$ cat src/rtl/line_follow_pkg.sv
// Shared types for the line-follow drive controller: FSM states, steering
// classes and H-bridge direction codes.
package line_follow_pkg;

    typedef enum logic [2:0] {
        ST_LOST     = 3'd0,
        ST_FOLLOW   = 3'd1,
        ST_JUNCTION = 3'd2,
        ST_BLOCKED  = 3'd3,
        ST_RESUME   = 3'd4
    } state_t;

    typedef enum logic [2:0] {
        CLS_NONE,
        CLS_FWD,
        CLS_LEFT,
        CLS_RIGHT,
        CLS_JUNC
    } cls_t;

    localparam logic [3:0] FWD   = 4'b0110;
    localparam logic [3:0] LEFT  = 4'b1010;
    localparam logic [3:0] RIGHT = 4'b0101;
    localparam logic [3:0] STOP  = 4'b0000;

    function automatic logic [2:0] state_code(input state_t s);
        return 3'(s);
    endfunction

    // Steering classes map to a direction; NONE/JUNC fall back to the held one.
    function automatic logic [3:0] cls_dir(input cls_t c, input logic [3:0] last);
        case (c)
            CLS_FWD:   return FWD;
            CLS_LEFT:  return LEFT;
            CLS_RIGHT: return RIGHT;
            default:   return last;
        endcase
    endfunction

endpackage

$ cat src/rtl/line_follow_ctrl_sense_filter.sv
// Two-flop synchroniser followed by a consecutive-sample debounce; the
// filtered output only moves after DEB_CYC identical synchronised samples.
module sense_filter #(
    parameter int   DEB_CYC = 4,
    parameter logic RST_VAL = 1'b0
) (
    input  logic clk,
    input  logic rst_n,
    input  logic raw,
    output logic filt
);
    localparam int CW = $clog2(DEB_CYC + 1);

    logic          s1;
    logic          s2;
    logic [CW-1:0] cnt;

    always_ff @(posedge clk or negedge rst_n) begin
        if (!rst_n) begin
            s1   <= RST_VAL;
            s2   <= RST_VAL;
            filt <= RST_VAL;
            cnt  <= '0;
        end else begin
            s1 <= raw;
            s2 <= s1;
            if (s2 != filt) begin
                if (cnt == CW'(DEB_CYC - 1)) begin
                    filt <= s2;
                    cnt  <= '0;
                end else begin
                    cnt <= cnt + 1'b1;
                end
            end else begin
                cnt <= '0;
            end
        end
    end

endmodule

$ cat src/rtl/line_follow_ctrl.sv
// Line-following drive controller: sensor filtering, steering FSM and motor
// enables. Define LINE_FOLLOW_PWM_EN to PWM-modulate motor_en by duty.
module line_follow_ctrl
    import line_follow_pkg::*;
#(
    parameter int               N_SENS     = 3,
    parameter int               DEB_CYC    = 4,
    parameter int               JUNC_CYC   = 16,
    parameter int               LOST_CYC   = 32,
    parameter int               RESUME_CYC = 8,
    parameter int               PWM_W      = 8,
    parameter logic [PWM_W-1:0] BASE_DUTY  = 8'd200,
    parameter logic [PWM_W-1:0] TURN_DUTY  = 8'd140
) (
    input  logic              clk,
    input  logic              rst_n,
    input  logic [N_SENS-1:0] induct,
    input  logic              proxim,
    output logic [3:0]        motor_in,
    output logic [1:0]        motor_en,
    output logic [2:0]        state_o
);
    localparam int C       = (N_SENS - 1) / 2;
    localparam int MAX_A   = (LOST_CYC > JUNC_CYC) ? LOST_CYC : JUNC_CYC;
    localparam int MAX_CYC = (MAX_A > RESUME_CYC) ? MAX_A : RESUME_CYC;
    localparam int CNT_W   = $clog2(MAX_CYC + 1);

    logic [N_SENS-1:0] ind_f;
    logic              prox_f;

    for (genvar i = 0; i < N_SENS; i++) begin : g_induct
        sense_filter #(.DEB_CYC(DEB_CYC), .RST_VAL(1'b1)) u_filt (
            .clk(clk), .rst_n(rst_n), .raw(induct[i]), .filt(ind_f[i])
        );
    end

    sense_filter #(.DEB_CYC(DEB_CYC), .RST_VAL(1'b0)) u_prox (
        .clk(clk), .rst_n(rst_n), .raw(proxim), .filt(prox_f)
    );

    logic [N_SENS-1:0] on;
    int                l_cnt;
    int                r_cnt;
    cls_t              cls;

    assign on = ~ind_f;

    always_comb begin
        l_cnt = 0;
        r_cnt = 0;
        for (int i = 0; i < C; i++) r_cnt += int'(on[i]);
        for (int i = C + 1; i < N_SENS; i++) l_cnt += int'(on[i]);
        if (&on)             cls = CLS_JUNC;
        else if (on == '0)   cls = CLS_NONE;
        else if (l_cnt > r_cnt) cls = CLS_LEFT;
        else if (r_cnt > l_cnt) cls = CLS_RIGHT;
        else                 cls = CLS_FWD;
    end

    logic [1:0] en_base;
    logic [1:0] en_turn;

`ifdef LINE_FOLLOW_PWM_EN
    logic [PWM_W-1:0] pwm_cnt;

    always_ff @(posedge clk or negedge rst_n) begin
        if (!rst_n) pwm_cnt <= '0;
        else        pwm_cnt <= pwm_cnt + 1'b1;
    end

    assign en_base = {2{pwm_cnt < BASE_DUTY}};
    assign en_turn = {2{pwm_cnt < TURN_DUTY}};
`else
    logic unused_duty;
    assign unused_duty = ^{BASE_DUTY, TURN_DUTY};
    assign en_base = 2'b11;
    assign en_turn = 2'b11;
`endif

    state_t           state;
    logic [3:0]       last_dir;
    logic [CNT_W-1:0] cnt;
    logic [3:0]       follow_dir;
    logic [1:0]       follow_en;
    logic [1:0]       last_en;
    logic [CNT_W-1:0] cnt_inc;

    assign follow_dir = cls_dir(cls, last_dir);
    assign follow_en  = (follow_dir == FWD) ? en_base : en_turn;
    assign last_en    = (last_dir == FWD) ? en_base : en_turn;
    assign cnt_inc    = (cnt == '1) ? cnt : cnt + 1'b1;
    assign state_o    = state_code(state);

    // Obstacle overrides everything; otherwise each state sets the outputs
    // for the state it is moving into on this edge.
    always_ff @(posedge clk or negedge rst_n) begin
        if (!rst_n) begin
            state    <= ST_LOST;
            motor_in <= STOP;
            motor_en <= 2'b00;
            last_dir <= FWD;
            cnt      <= '0;
        end else if (prox_f) begin
            state    <= ST_BLOCKED;
            motor_in <= last_dir;
            motor_en <= 2'b00;
            cnt      <= '0;
        end else begin
            case (state)
                ST_LOST: begin
                    cnt <= '0;
                    if (cls != CLS_NONE) begin
                        state    <= ST_FOLLOW;
                        motor_in <= follow_dir;
                        motor_en <= follow_en;
                    end else begin
                        motor_in <= STOP;
                        motor_en <= 2'b00;
                    end
                end
                ST_FOLLOW: begin
                    if (cls == CLS_NONE) begin
                        if (cnt == CNT_W'(LOST_CYC - 1)) begin
                            state    <= ST_LOST;
                            motor_in <= STOP;
                            motor_en <= 2'b00;
                            cnt      <= '0;
                        end else begin
                            cnt      <= cnt_inc;
                            motor_in <= last_dir;
                            motor_en <= last_en;
                        end
                    end else if (cls == CLS_JUNC) begin
                        state    <= ST_JUNCTION;
                        motor_in <= last_dir;
                        motor_en <= en_base;
                        cnt      <= '0;
                    end else begin
                        cnt      <= '0;
                        last_dir <= follow_dir;
                        motor_in <= follow_dir;
                        motor_en <= follow_en;
                    end
                end
                ST_JUNCTION: begin
                    if (cnt == CNT_W'(JUNC_CYC - 1)) begin
                        state    <= ST_FOLLOW;
                        motor_in <= follow_dir;
                        motor_en <= follow_en;
                        cnt      <= '0;
                    end else begin
                        cnt      <= cnt_inc;
                        motor_in <= last_dir;
                        motor_en <= en_base;
                    end
                end
                ST_BLOCKED: begin
                    state    <= ST_RESUME;
                    motor_in <= last_dir;
                    motor_en <= 2'b00;
                    cnt      <= '0;
                end
                ST_RESUME: begin
                    if (cnt == CNT_W'(RESUME_CYC - 1)) begin
                        state    <= ST_FOLLOW;
                        motor_in <= follow_dir;
                        motor_en <= follow_en;
                        cnt      <= '0;
                    end else begin
                        cnt      <= cnt_inc;
                        motor_in <= last_dir;
                        motor_en <= 2'b00;
                    end
                end
                default: begin
                    state    <= ST_LOST;
                    motor_in <= STOP;
                    motor_en <= 2'b00;
                    cnt      <= '0;
                end
            endcase
        end
    end

endmodule
$ cat config.mk
export PLATFORM = sky130hd
export DESIGN_NAME = line_follow_ctrl
export DESIGN_NICKNAME = d
export VERILOG_FILES = /design/src/rtl/line_follow_pkg.sv /design/src/rtl/line_follow_ctrl_sense_filter.sv /design/src/rtl/line_follow_ctrl.sv
export SDC_FILE = /design/constraint.sdc
export NUM_CORES = 1
export LEC_CHECK = 0
export BUFFER_PORTS_ARGS = -buffer_cell sky130_fd_sc_hd__buf_4
export CAP_MARGIN = 30
export CELL_PAD_IN_SITES_DETAIL_PLACEMENT = 1
export CELL_PAD_IN_SITES_GLOBAL_PLACEMENT = 1
export CORE_MARGIN = 3
export CORE_UTILIZATION = 25
export CTS_CLUSTER_SIZE = 24
export DETAILED_ROUTE_END_ITERATION = 10
export PLACE_DENSITY = 0.52
export SETUP_SLACK_MARGIN = 0.02
export SYNTH_ARGS = -nofsm -noshare
export SYNTH_HDL_FRONTEND = slang
export SYNTH_SLANG_ARGS = --single-unit
$ cat constraint.sdc
create_clock -name clk -period 4.05 [get_ports clk]
set_input_delay 0.405 -clock clk [delete_from_list [all_inputs] [get_ports clk]]
set_output_delay 0.405 -clock clk [all_outputs]
set_load 0.01 [all_outputs]
# Word level (Yosys, flattened, before mapping)
# Cells that the tools add are included.
# word_totals
regBits,43
output_inout_bits,9
# op_classes
reduce_logical,11
bitwise_logic,3
n_mux,42
eq_ne,25
magnitude_cmp,2
add_sub_neg,5
# ops
operator,n
2-to-1 mux 3 bit,17
2-to-1 mux 6 bit,6
2-to-1 mux 4 bit,7
"== test 3 x 2 -> 1 bit, second input constant",8
case mux 4 bit (5 select lines),1
case mux 6 bit (3 select lines),1
case mux 3 bit (5 select lines),1
2-to-1 mux 2 bit,7
"adder 3 x 1 -> 3 bit, second input constant",4
case mux 4 bit (3 select lines),1
zero test 3 bit,3
"!= test 3 x 2 -> 1 bit, second input constant",3
"!= test 4 x 3 -> 1 bit, second input constant",2
case mux 2 bit (4 select lines),1
AND reduction 2 bit,4
"adder 6 x 1 -> 6 bit, second input constant",1
"== test 3 x 1 -> 1 bit, second input constant",2
"== test 3 bit, second input constant",2
"== test 6 x 3 -> 1 bit, second input constant",1
"== test 6 x 4 -> 1 bit, second input constant",1
"== test 6 x 5 -> 1 bit, second input constant",1
"== test 6 bit, second input constant",1
AND reduction 3 bit,2
AND reduction 5 bit,1
5 further kinds,10

# Logic depth before layout (Yosys ltp)
# logic_depth
depth_word,12
mapped_depth,7
mapped_depth_nobuf,5

# By module
# A second synthesis with hierarchy kept.
# hier_totals
cells_unflattened,202
hier_area_um2,2232.1
# modules_own_cells
module,cells_per_inst,seq_area_each_um2,area_each_um2,instances
line_follow_ctrl,150,452.9,1355.0,1
sense_filter (g_induct[0].u_filt ...),13,153.9,220.2,3
sense_filter (u_prox),13,150.1,216.5,1

# Worst setup path after synthesis
# No wires, ideal clock.
# synth_path
kind,flip-flop to flip-flop
from,register cnt[0]
to,register motor_in[0]
path_buffers,2
arrival_ns,1.647
setup_time_ns,0.135
stages_incl_launch_ff,8
slack_ns,2.268
cell_sequence,dfrtp_1 -> ha_1 -> buf_4 -> or3b_1 -> buf_6 -> o31ai_4 -> a41oi_2 -> o2bb2ai_1
# synth_via
elab_chain_cells,5
elab_cells_between_ends,9
# synth_rtl
item,line,text
start: declaration,line_follow_ctrl.sv:82,logic [CNT_W-1:0] cnt;
start signal: assignment,line_follow_ctrl.sv:129,cnt <= cnt_inc;
start signal: assignment,line_follow_ctrl.sv:152,cnt <= cnt_inc;
start signal: assignment,line_follow_ctrl.sv:170,cnt <= cnt_inc;
== test 6 x 5 -> 1 bit,line_follow_ctrl.sv:123,if (cnt == CNT_W'(LOST_CYC - 1)) begin
2-to-1 mux 4 bit,line_follow_ctrl.sv:123,
2-to-1 mux 4 bit,line_follow_ctrl.sv:122,if (cls == CLS_NONE) begin
case mux 4 bit (5 select lines) *,line_follow_ctrl.sv:109,case (state)
2-to-1 mux 4 bit *,line_follow_ctrl.sv:103,end else if (prox_f) begin
end signal: assignment,line_follow_ctrl.sv:105,motor_in <= last_dir;
end signal: assignment,line_follow_ctrl.sv:114,motor_in <= follow_dir;
end signal: assignment,line_follow_ctrl.sv:130,motor_in <= last_dir;
end: declaration,line_follow_ctrl.sv:19,"output logic [3:0] motor_in,"
# Every way passes the cells marked *; elsewhere a longest branch is shown, timed or not.
# A chain may end at the register's enable or synchronous reset.

# Worst setup path in the final report
# layout_path
from,register cnt[0]
to,register motor_in[1]
# Same word-level chain as after synthesis.

==> metrics.csv <==
metric,value,unit
area_growth,12.6,%
stdcell_count,310,
async_flop_share,100,%
hold_buffers,0,
synth.avg_cell_area,10.9,sq um
drt-vias-per-instance,5.09,
multi_input_area,982,sq um
core-area,8260,sq um
dieHeight,98.3,um
min_path_type,in -> async,
rows,33,
numPortBuffers,14,
placed_area,2300,sq um
grt_use_met2,16.7,%
clk_latency,0.29,ns
drc,0,
place_inst,302,
post-route-cell-area,2400,sq um
grt_usage,10.5,%
top_usage_layer,met2,
rsz0062_at_grt,no,
cts_sinks,42,
startpoint,cnt[0]$_DFF_PN0_,
start_util,25.8,%
cts_buffers,5,
synth_cell_types,57,
place_congestion,0.738,
antenna_cells,0,
dieWidth,98.3,um
first_iter_violations,61,
cts_resized,0,
p_leak,0.958,nW
clk_pin_slew,0.08,ns
path_class,reg -> reg,
boundaryPins,15,
fmax,0.492,GHz
ys.flop_type,dfrtp_1,
grt_pass1_wl,8.36,mm
fin_tns_setup,0,ns
final_antenna_net_count,0,
avgRoutedWirePerCell,15.3,um
drive_gt1_share,20.5,%
ctsHtreeMaxLevel,2,
cellPowerDensity,717,nW/um^2
n_fill_cell,951,
final_net_count,215,
syn_area,2130,sq um
dr.pass1.iters,4,
cp_cell_sequence,"ha_1, or3b_1, o31ai_4, a41oi_2, o2bb2ai_1",
rr_startpoint,cnt[0]$_DFF_PN0_,
peakVddDrop,0.181,mV
finalHoldViolCount,0,
critPathLaunchType,register,
crit_buf_inv,0,
max_stage_delay,0.52,ns
drv_cap,0,
yosys_warnings,0,
hpwlAfterDp,3.16,mm
antenna_found_initial,0,
clockBufferDepth,2,
die_area,9660,sq um
r2r_slack,2.02,ns
cp_top_family,compound AO/OA/AOI/OAI gates,
critPathRequiredTime,4.22,ns
tightest_slew,0.580,ns
critPathSlowestCell,or3b_1,
grt.met1_usage,14.7,%
synth_seq_area_share,50.0,%
cp.arrival,2.20,ns
tritoncts,built,
vias,1577,
drt-total-wl,4.74,mm
fin_skew,0.00483,ns
relSlewSlack,61.3,%
synth-edff-count,0,
crit_fanout,9,
synth_fp_nets,206,
hold_ws,0.0776,ns
setup_viol,0,
end_kind,register,
synth-seq-cells,42,
status,"complete, no violations",
maxSlewViolCount,0,
syn_inst,195,
ff_latch_area,1060,sq um
grt_max_degree,43,
timing.final.crit_share,50.1,%
cts_setup_buffers,0,
grt_use_met3,2.21,%
fin_util,29.0,%
fin_crit,2.03,ns
cts-root-buf,clkbuf_8,
globalRouteOverflowTotal,0,
first_global_vias,1620,
==> cell usage after synthesis, types with 2 or more instances <==
cell	number	area [sq um]
xnor2_1	5	43.8
a31oi_1	3	18.8
dfrtp_1	31	776
clkbuf_1	5	18.8
nor2b_1	7	43.8
o22a_1	2	17.5
mux2_2	3	33.8
buf_4	2	15.0
inv_1	5	18.8
ha_1	5	62.6
nor3b_1	10	75.1
nand2b_1	2	12.5
o211ai_1	3	22.5
a21oi_1	7	35.0
and3_1	2	12.5
nor2_1	9	33.8
a311oi_1	2	17.5
o21a_1	2	15.0
a211oi_1	4	30.0
o21ai_1	2	10.0
a21o_1	4	30.0
buf_2	2	10.0
buf_1	2	7.51
nand2_1	9	33.8
o2bb2ai_1	4	35.0
o21ai_0	8	40.0
or3b_1	2	17.5
nand3_1	7	35.0
o22ai_1	2	12.5
dfstp_2	11	289
nor3_1	7	35.0
==> area by class of cell <==
type	instances	area share, %
inverter	5	0.783
clock inverter	1	0.365
tap	105	5.48
timing repair buffer	14	4.38
multi-input combinational	136	41.0
sequential	42	44.4
clock buffer	7	3.60
==> state kept, by name (all words and copies together) (netlist names) <==
signal                count
g_induct.u_filt.cnt       9
cnt                       6
u_prox.cnt                3
g_induct.u_filt.s1        3
u_prox.filt               1
motor_en                  1
state_o                   3
u_prox.s1                 1
motor_in                  4
last_dir                  4
g_induct.u_filt.s2        3
g_induct.u_filt.filt      3
u_prox.s2                 1
==> cell families (layout without fill, tap and decap cells) <==
| logic type | Yosys count | after routing | share of synthesized area (%) |
|---|---|---|---|
| and+or+nand+nor | 62 | 62 | 16.9 |
| adders and majority gates | 5 | 5 | 2.94 |
| muxes | 4 | 4 | 2.06 |
| DFF | 42 | 42 | 50.0 |
| xor gates and xnor gates | 6 | 6 | 2.47 |
| buffers and inverters | 17 | 27 | 3.82 |
| AOI/OAI and AO/OA | 59 | 59 | 21.8 |
==> path summary, 6_finish.rpt <==
| kind | end | cells past startpoint |
|---|---|---|
| max reg2reg | motor_in[1]$_DFF_PN0_ | 5 |
| min | motor_en[0]$_DFF_PN0_ | 1 |
| min reg2reg | g_induct[1].u_filt.s2$_DFF_PN1_ | 0 |
| min in group clk | g_induct[2].u_filt.s1$_DFF_PN1_ | 1 |
| max | motor_in[1]$_DFF_PN0_ | 5 |
| max in group asynchronous | last_dir[1]$_DFFE_PN1P_ | 1 |
==> layout by cell type (no fill, tap or decap), types with 4 or more instances in the layout <==
cell type  count
nand2_1        9
xnor2_1        5
nor2_1         9
nand3_1        7
nor3_1         7
nor2b_1        7
o21ai_0        8
o2bb2ai_1      4
buf_4         14
a21o_1         4
a211oi_1       4
nor3b_1       10
inv_1          5
dfrtp_1       31
a21oi_1        7
clkbuf_8       6
ha_1           5
dfstp_2       11
==> per-stage QoR <==
| stage | worst slack (ns) | total power [mW] |
|---|---|---|
| 2_1_floorplan | 2.27 | 1.22 |
| 3_3_place_gp | 2.06 | 1.45 |
| 3_5_place_dp | 2.05 | 1.45 |
| 4_1_cts | 2.04 | 1.75 |
| 5_1_grt | 1.87 | 1.88 |
| 6_report | 2.02 | 1.72 |
==> power breakdown <==
part | leakage (nW) | total [mW] | internal [mW] | switching [mW]
registers | 0.513 | 0.783 | 0.563 | 0.220
logic | 0.396 | 0.644 | 0.326 | 0.318
clock network | 0.0489 | 0.292 | 0.141 | 0.151
==> routing by layer <==
metal,wire (um),vias to the layer above
li1,-,744
met1,2250,810
met5,0,-
met2,2320,21
met3,142,2
met4,20,0
Power figures use the tool's default switching activity.
